[config.mk]
export PLATFORM = sky130hd
export DESIGN_NAME = sprite_motion_controller
export DESIGN_NICKNAME = d
export VERILOG_FILES = /design/src/rtl/sprite_motion_controller.sv
export SDC_FILE = /design/constraint.sdc
export NUM_CORES = 1
export LEC_CHECK = 0
export CORE_MARGIN = 5
export CORE_UTILIZATION = 57
export CTS_BUF_LIST = sky130_fd_sc_hd__clkbuf_16
export CTS_CLUSTER_DIAMETER = 50
export DETAILED_ROUTE_END_ITERATION = 12
export PLACE_DENSITY_LB_ADDON = 0.1
export SYNTH_ARGS = -nofsm -noshare
export SYNTH_HDL_FRONTEND = slang
export SYNTH_SLANG_ARGS = --single-unit
[constraint.sdc]
create_clock -name pixel_clk_in -period 4.5 [get_ports pixel_clk_in]
set_clock_uncertainty 0.2 [all_clocks]
set_input_delay 0.9 -clock pixel_clk_in [delete_from_list [all_inputs] [get_ports pixel_clk_in]]
set_output_delay 0.9 -clock pixel_clk_in [all_outputs]
set_load 0.05 [all_outputs]
[src/rtl/sprite_motion_controller.sv]
// Sprite motion controller: once per frame, at the first pixel of vertical
// blanking, steps the sprite position by speed_in on each axis. An axis
// bounces off the screen edges. The position only changes inside blanking,
// so the renderer never sees x/y move during active video.
module sprite_motion_controller #(
  parameter int SCREEN_W = 1280,
  parameter int SCREEN_H = 720,
  parameter int SPRITE_W = 256,
  parameter int SPRITE_H = 256,
  parameter int INIT_X   = 0,
  parameter int INIT_Y   = 0
) (
  input  logic        pixel_clk_in,
  input  logic        rst_in,
  input  logic [10:0] hcount_in,
  input  logic [9:0]  vcount_in,
  input  logic        enable_in,
  input  logic [3:0]  speed_in,
  output logic [10:0] x_out,
  output logic [9:0]  y_out,
  output logic        dir_x_out,
  output logic        dir_y_out,
  output logic        frame_tick_out
);

  // Comparisons run one bit wider than the position so x+spd cannot wrap.
  localparam logic [11:0] XMAX = 12'(SCREEN_W - SPRITE_W);
  localparam logic [10:0] YMAX = 11'(SCREEN_H - SPRITE_H);

  localparam logic [2:0] S_WAIT   = 3'd0;
  localparam logic [2:0] S_LATCH  = 3'd1;
  localparam logic [2:0] S_STEP_X = 3'd2;
  localparam logic [2:0] S_STEP_Y = 3'd3;
  localparam logic [2:0] S_DONE   = 3'd4;

  logic [2:0]  state_q, state_d;
  logic        trig_q, trig_prev_q;
  logic [3:0]  spd_q, spd_d;
  logic [10:0] x_q, x_d;
  logic [9:0]  y_q, y_d;
  logic        dir_x_q, dir_x_d;
  logic        dir_y_q, dir_y_d;
  logic        tick_q, tick_d;

  logic        trig_now;
  logic        trig_rise;
  logic [11:0] x_sum;
  logic [10:0] y_sum;

  assign trig_now  = (hcount_in == 11'd0) && (vcount_in == 10'(SCREEN_H));
  // Only the first cycle of a held trigger starts an update.
  assign trig_rise = trig_q && !trig_prev_q;
  assign x_sum     = {1'b0, x_q} + {8'd0, spd_q};
  assign y_sum     = {1'b0, y_q} + {7'd0, spd_q};

  // Next-state logic: one cycle per FSM state, one axis updated per step.
  always_comb begin
    // NOTE: every _d gets a default first so no path leaves it unassigned,
    // which would otherwise infer a latch.
    state_d = state_q;
    spd_d   = spd_q;
    x_d     = x_q;
    y_d     = y_q;
    dir_x_d = dir_x_q;
    dir_y_d = dir_y_q;
    tick_d  = 1'b0;
    case (state_q)
      S_WAIT: begin
        if (trig_rise && enable_in) state_d = S_LATCH;
      end
      S_LATCH: begin
        spd_d   = speed_in;
        state_d = S_STEP_X;
      end
      S_STEP_X: begin
        if (spd_q != 4'd0) begin
          if (dir_x_q) begin
            if (x_sum >= XMAX) begin
              x_d     = XMAX[10:0];
              dir_x_d = 1'b0;
            end else begin
              x_d = x_sum[10:0];
            end
          end else if ({1'b0, x_q} <= {8'd0, spd_q}) begin
            x_d     = 11'd0;
            dir_x_d = 1'b1;
          end else begin
            x_d = x_q - {7'd0, spd_q};
          end
        end
        state_d = S_STEP_Y;
      end
      S_STEP_Y: begin
        if (spd_q != 4'd0) begin
          if (dir_y_q) begin
            if (y_sum >= YMAX) begin
              y_d     = YMAX[9:0];
              dir_y_d = 1'b0;
            end else begin
              y_d = y_sum[9:0];
            end
          end else if ({1'b0, y_q} <= {7'd0, spd_q}) begin
            y_d     = 10'd0;
            dir_y_d = 1'b1;
          end else begin
            y_d = y_q - {6'd0, spd_q};
          end
        end
        state_d = S_DONE;
      end
      S_DONE: begin
        tick_d  = 1'b1;
        state_d = S_WAIT;
      end
      default: state_d = S_WAIT;
    endcase
  end

  // State registers; a reset at any point abandons an update in flight.
  always_ff @(posedge pixel_clk_in) begin
    // NOTE: sequential state uses non-blocking assignments so every register
    // samples the pre-edge values, independent of statement order.
    if (rst_in) begin
      state_q     <= S_WAIT;
      trig_q      <= 1'b0;
      trig_prev_q <= 1'b0;
      spd_q       <= 4'd0;
      x_q         <= 11'(INIT_X);
      y_q         <= 10'(INIT_Y);
      dir_x_q     <= 1'b1;
      dir_y_q     <= 1'b1;
      tick_q      <= 1'b0;
    end else begin
      state_q     <= state_d;
      trig_q      <= trig_now;
      trig_prev_q <= trig_q;
      spd_q       <= spd_d;
      x_q         <= x_d;
      y_q         <= y_d;
      dir_x_q     <= dir_x_d;
      dir_y_q     <= dir_y_d;
      tick_q      <= tick_d;
    end
  end

  assign x_out          = x_q;
  assign y_out          = y_q;
  assign dir_x_out      = dir_x_q;
  assign dir_y_out      = dir_y_q;
  assign frame_tick_out = tick_q;

endmodule
==> reports/qor.yml, run 1 <==
cp-start-kind: "flop"
core_area_um2: 4444
grt_pass1_vias: 2504
ant_nets: 0
rr_endpoint: "x_out[7]$_SDFFE_PP0P_"
mostFrequentLayoutCells: "clkdlybuf4s50_1, dfxtp_1, nor2_1"
syn_nets: 392
cts_buffers: 5
layout-drive-gt1-share_pct: 6.527
hold_path.class: "reg -> reg"
vdd_drop_max_uv: 164.4
grt_max_degree: 24
wl_mm: 7.486
whs_path_depth: 1
maxCapViolCount: 0
cts_buffer_depth: 2
hold_violations: 0
routed_via_density: 6.526
min_period_over_period_pct: 68.93
critPathKind: "reg -> reg"
min_to: "trig_prev_q$_SDFF_PP0_"
cp_slowest_cell: "a2111oi_0"
slew-limit-headroom_pct: 12.42
drt_first_pass_iters: 6
cts-root-buf: "clkbuf_16"
ys_warn_count: 0
crit_fanout: 6
cts-resized-gates: 0
ys_types: 64
layout_commonest_cell: "clkdlybuf4s50_1"
dieHeight_um: 78.33
grt.total_usage_pct: 24.27
seq_area_um2: 660.6
cts_sinks: 33
synth_area_um2: 2661
rsz0062_at_grt: "false"
drt_iter0_drc: 280
max_stage_delay_ns: 0.50
min-delay-start: "trig_q$_SDFF_PP0_"
fin_crit_ns: 3.102
yosysSeqAreaShare_pct: 24.82
end_kind: "flop"
antenna_found_initial: 0
cp.arrival_ns: 3.04
worstPathCellList: "inv_1 > ha_1 > nor2b_1 > o21ai_0 > nand2_1 > a2111oi_0 > mux2_2 > a22oi_1 > o22ai_1"
fmax_mhz: 322.4
multi_input_area_um2: 1827
synth-async-reset-ratio_pct: 0
synthCells: 344
area_delta_synth_final_pct: 24.26
start_util_pct: 59.88
drc_errors: 0
wl_per_cell_um: 17.21
num_antenna_cells: 0
power.leakage_nw: 1.180
die_w_um: 78.33
rrSetupSlack_ns: 1.40
num_rows: 24
reg2regPathDepth: 9
setup_viol: 0
htreeDepth: 2
synth_edf_count: 0
placed_area_um2: 3164
critical-path-top-delay-family: "compound AO/OA/AOI/OAI gates"
synth_flop_cell: "dfxtp_1"
p_per_area_nw_per_um2: 205.2
cts_hold_buf: 0
portBuffers: 51
layout_setup_ws_ns: 1.398
tritoncts: "done"
cts_setup_buffers: 0
syn_area_per_cell_um2: 7.736
ys_ff_latch: 33
final.setup.tns_ns: 0
fillers: 357
critical_path_buf_inv_count: 1
io_pins: 52
die_area_um2: 6136
required_ns: 4.44
drv_slew: 0
tightest_slew_ns: 1.311
clk_latency_ns: 0.28
place.gp.congestion: 0.9274
grt-ovfl-total: 0
r2r_start: "spd_q[1]$_SDFFE_PP0P_"
fin_area_um2: 3307
holdWs_ns: 0.2701
status: "finished clean"
dp_slack_ns: 1.438
grt_pass1_wl_mm: 12.15
hpwlAfterDp_mm: 5.350
nNetsFinal: 430
num_vias: 2839
clk_pin_slew_ns: 0.06
[state kept, by name, summed over array words and instances, names as in the netlist]
| register | count |
|---|---|
| trig_q | 1 |
| state_q | 3 |
| x_out | 11 |
| spd_q | 4 |
| dir_y_out | 1 |
| y_out | 10 |
| dir_x_out | 1 |
| trig_prev_q | 1 |
| frame_tick_out | 1 |
[per-layer routing]
metal | vias up | share of wire, % | GRT usage [%]
li1 | 1351 | - | -
met1 | 1278 | 44 | 34.41
met2 | 186 | 42 | 34.93
met3 | 24 | 11 | 6.636
met4 | 0 | 2.5 | 9.266
met5 | - | 0 | 0
[synth_stat cells, types with 6 or more instances]
master | count | area, um2
a211oi_1 | 9 | 67.56
nor2_1 | 31 | 116.4
o21ai_0 | 16 | 80.08
nand2_1 | 24 | 90.09
a21o_1 | 7 | 52.55
inv_1 | 22 | 82.58
nand3_1 | 9 | 45.04
nor2b_1 | 6 | 37.54
ha_1 | 16 | 200.2
a21oi_1 | 27 | 135.1
nor3_1 | 9 | 45.04
nand4_1 | 7 | 43.79
dfxtp_1 | 33 | 660.6
nor4_1 | 8 | 50.05
clkbuf_1 | 18 | 67.56
[how the worst max path moves through the flow]
stage                                     start                      to  slack (ns)  cells after the start
final                     spd_q[1]$_SDFFE_PP0P_   x_out[7]$_SDFFE_PP0P_        1.40                      9
after global routing      spd_q[1]$_SDFFE_PP0P_   x_out[9]$_SDFFE_PP0P_        1.21                      9
after CTS                 spd_q[1]$_SDFFE_PP0P_   x_out[7]$_SDFFE_PP0P_        1.43                      9
after detailed placement  spd_q[1]$_SDFFE_PP0P_   x_out[7]$_SDFFE_PP0P_        1.44                      9
after global placement    spd_q[1]$_SDFFE_PP0P_   x_out[7]$_SDFFE_PP0P_        1.54                      9
after floorplan           x_out[2]$_SDFFE_PP0P_  dir_x_out$_SDFFE_PP1P_        1.48                      8
[cells by family after synthesis]
family,synth area share (%)
simple gates,24.02
compound gates,29.43
buf+inv,6.535
flops,24.82
fa+ha+maj,10.53
xor+xnor,1.975
mux,2.680
[through the flow]
| stage | utilization, % | cells | total power, mW |
|---|---|---|---|
| after floorplan | - | 344 | 0.3181 |
| after global placement | 71.20 | 427 | 0.3468 |
| after detailed placement | 71.20 | 427 | 0.3476 |
| after CTS | 74.41 | 435 | 0.6782 |
| after global routing | 74.41 | 435 | 0.6967 |
| final | 74.41 | 435 | 0.6786 |
[where the power goes]
part	switching [mW]	internal [mW]	total (mW)	leakage, nW
sequential	0.00300	0.293	0.296	0.266
combinational	0.0170	0.0284	0.0454	0.845
clock	0.134	0.203	0.337	0.0696
[final cells by class]
type | count | share of cell area [%]
clock buffers | 5 | 3.784
repair buffers | 53 | 15.89
clock inverters | 3 | 0.5297
well taps | 52 | 1.967
inverters | 23 | 2.611
multi-input cells | 266 | 55.24
flip-flops and latches | 33 | 19.98
Note: power is estimated with default switching activity, not from simulation.
==> run 2, diff against run 1 <==
--- a/config.mk
+++ b/config.mk
@@ -6,7 +6,7 @@
 export NUM_CORES = 1
 export LEC_CHECK = 0
 export CORE_MARGIN = 5
-export CORE_UTILIZATION = 57
+export CORE_UTILIZATION = 47
 export CTS_BUF_LIST = sky130_fd_sc_hd__clkbuf_16
 export CTS_CLUSTER_DIAMETER = 50
 export DETAILED_ROUTE_END_ITERATION = 12
==> constraint.sdc (replaced) <==
create_clock -name pixel_clk_in -period 2.65 [get_ports pixel_clk_in]
set_clock_uncertainty 0.2 [all_clocks]
set_input_delay 0.53 -clock pixel_clk_in [delete_from_list [all_inputs] [get_ports pixel_clk_in]]
set_output_delay 0.53 -clock pixel_clk_in [all_outputs]
set_load 0.05 [all_outputs]
==> reports/qor.yml, run 2 (same netlist as run 1, synthesis figures left out) <==
status: "finished clean"
dieHeight_um: 85.25
dp_slack_ns: -0.1555
drt_first_pass_iters: 5
post-place-cells: 475
ant_nets: 0
grt_pass1_vias: 2707
cts_buffer_depth: 2
max_stage_delay_ns: 0.44
end_kind: "flop"
critPathKind: "reg -> reg"
min_period_over_period_pct: 99.48
place.gp.congestion: 0.9309
mostFrequentLayoutCells: "clkdlybuf4s50_1, buf_4, nor2_1"
r2r_start: "spd_q[0]$_SDFFE_PP0P_"
portBuffers: 51
cts_sinks: 33
cts-root-buf: "clkbuf_16"
fin_crit_ns: 2.636
io_pins: 52
critical_path_buf_inv_count: 0
num_antenna_cells: 0
routed_via_density: 6.000
maxCapViolCount: 0
tightest_slew_ns: 0.7111
final.setup.tns_ns: 0
cp.arrival_ns: 2.59
die_area_um2: 7268
wl_per_cell_um: 16.94
area_delta_synth_final_pct: 44.05
grt_pass1_wl_mm: 13.28
fmax_mhz: 379.3
num_rows: 27
num_vias: 2928
htreeDepth: 2
layout-drive-gt1-share_pct: 24.28
fin_cells: 488
cp_slowest_cell: "mux2i_4"
min-delay-start: "trig_q$_SDFF_PP0_"
grt-ovfl-total: 0
slew-limit-headroom_pct: 52.49
core_area_um2: 5507
hold_violations: 0
vdd_drop_max_uv: 332.3
wl_mm: 8.266
clk_pin_slew_ns: 0.06
hpwlAfterDp_mm: 6.033
largest_reg_flops: 11
die_w_um: 85.25
drt_iter0_drc: 237
crit_start: "spd_q[0]$_SDFFE_PP0P_"
tritoncts: "done"
crit_fanout: 7
p_per_area_nw_per_um2: 295.9
layout_commonest_cell: "clkdlybuf4s50_1"
drv_slew: 0
grt.total_usage_pct: 22.08
critical-path-top-delay-family: "compound AO/OA/AOI/OAI gates"
fin_util_pct: 69.62
setup_viol: 0
power.leakage_nw: 1.395
required_ns: 2.61
grt_max_degree: 20
clk_latency_ns: 0.28
rsz0062_at_grt: "true"
start_util_pct: 48.33
worstPathCellList: "ha_4 > fa_2 > nand2b_1 > a21o_1 > a2111oi_4 > mux2i_4 > nor2_4 > a221oi_2 > o31ai_1"
cts_buffers: 5
drc_errors: 0
antenna_found_initial: 0
nNetsFinal: 463
layout_setup_ws_ns: 0.01388
cp-start-kind: "flop"
hold_path.class: "reg -> reg"
-- run 2: cell count changes in the layout (fill, tap and decap cells not counted), moves of 3 or more --
cell / previous run / this run
nor2_2: 0 / 3
fa_2: 0 / 3
dfxtp_4: 0 / 6
a221oi_1: 4 / 1
nor2_1: 31 / 28
a221oi_2: 0 / 3
ha_1: 16 / 10
dfxtp_1: 33 / 22
buf_4: 2 / 33
dfxtp_2: 0 / 5
ha_4: 0 / 6
fa_1: 4 / 1
-- run 2: final timing paths --
path	to	slack, ns	cells past startpoint
hold / removal	trig_prev_q$_SDFF_PP0_	0.27	1
setup reg to reg	x_out[2]$_SDFFE_PP0P_	0.01	9
hold reg to reg	trig_prev_q$_SDFF_PP0_	0.27	1
setup / recovery	x_out[2]$_SDFFE_PP0P_	0.01	9
-- run 2: cell type report --
cell class	count	area, um2
well taps	72	90.09
inverters	23	86.33
flip-flops and latches	33	689.4
clock buffers	5	125.1
clock inverters	3	13.76
fillers	442	1673
multi-input cells	266	2048
repair buffers	86	780.7
-- run 2: per-stage QoR --
stage / total power, mW / cell area [um2] / hold slack (ns)
4_1_cts: 1.136 / 3643 / 0.2762
6_report: 1.135 / 3834 / 0.2731
5_1_grt: 1.163 / 3834 / 0.2864
3_3_place_gp: 0.5868 / 3431 / 0.2465
2_1_floorplan: 0.5360 / 2693 / 0.2393
3_5_place_dp: 0.5877 / 3431 / 0.2670
-- run 2: layer usage --
| layer | part of all wire (%) | GRT usage [%] | wire length [um] | up-vias |
|---|---|---|---|---|
| met3 | 6.3 | 3.010 | 523 | 14 |
| met4 | 1.2 | 4.748 | 97 | 0 |
| met5 | 0 | 0 | 0 | - |
| li1 | - | - | - | 1417 |
| met1 | 45 | 30.63 | 3748 | 1379 |
| met2 | 47 | 36.37 | 3898 | 118 |
-- run 2: timing repair --
item | in CTS | in global routing
gates resized for setup | 15 | 33
setup buffers | 2 | 3
hold buffers | 0 | 0
setup endpoints to repair | 13 | 22
pin swaps | 8 | 17
-- run 2: power by group --
part	switching, mW	internal, mW
sequential	0.00509	0.492
combinational	0.0304	0.0511
clock	0.215	0.341
total	0.251	0.884
==> run 3, diff against run 2 <==
--- a/config.mk
+++ b/config.mk
@@ -5,6 +5,7 @@
 export SDC_FILE = /design/constraint.sdc
 export NUM_CORES = 1
 export LEC_CHECK = 0
+export CAP_MARGIN = 20
 export CORE_MARGIN = 5
 export CORE_UTILIZATION = 47
 export CTS_BUF_LIST = sky130_fd_sc_hd__clkbuf_16
==> results of run 3 <==
Final layout, timing and power as in run 2 (identical DEF).
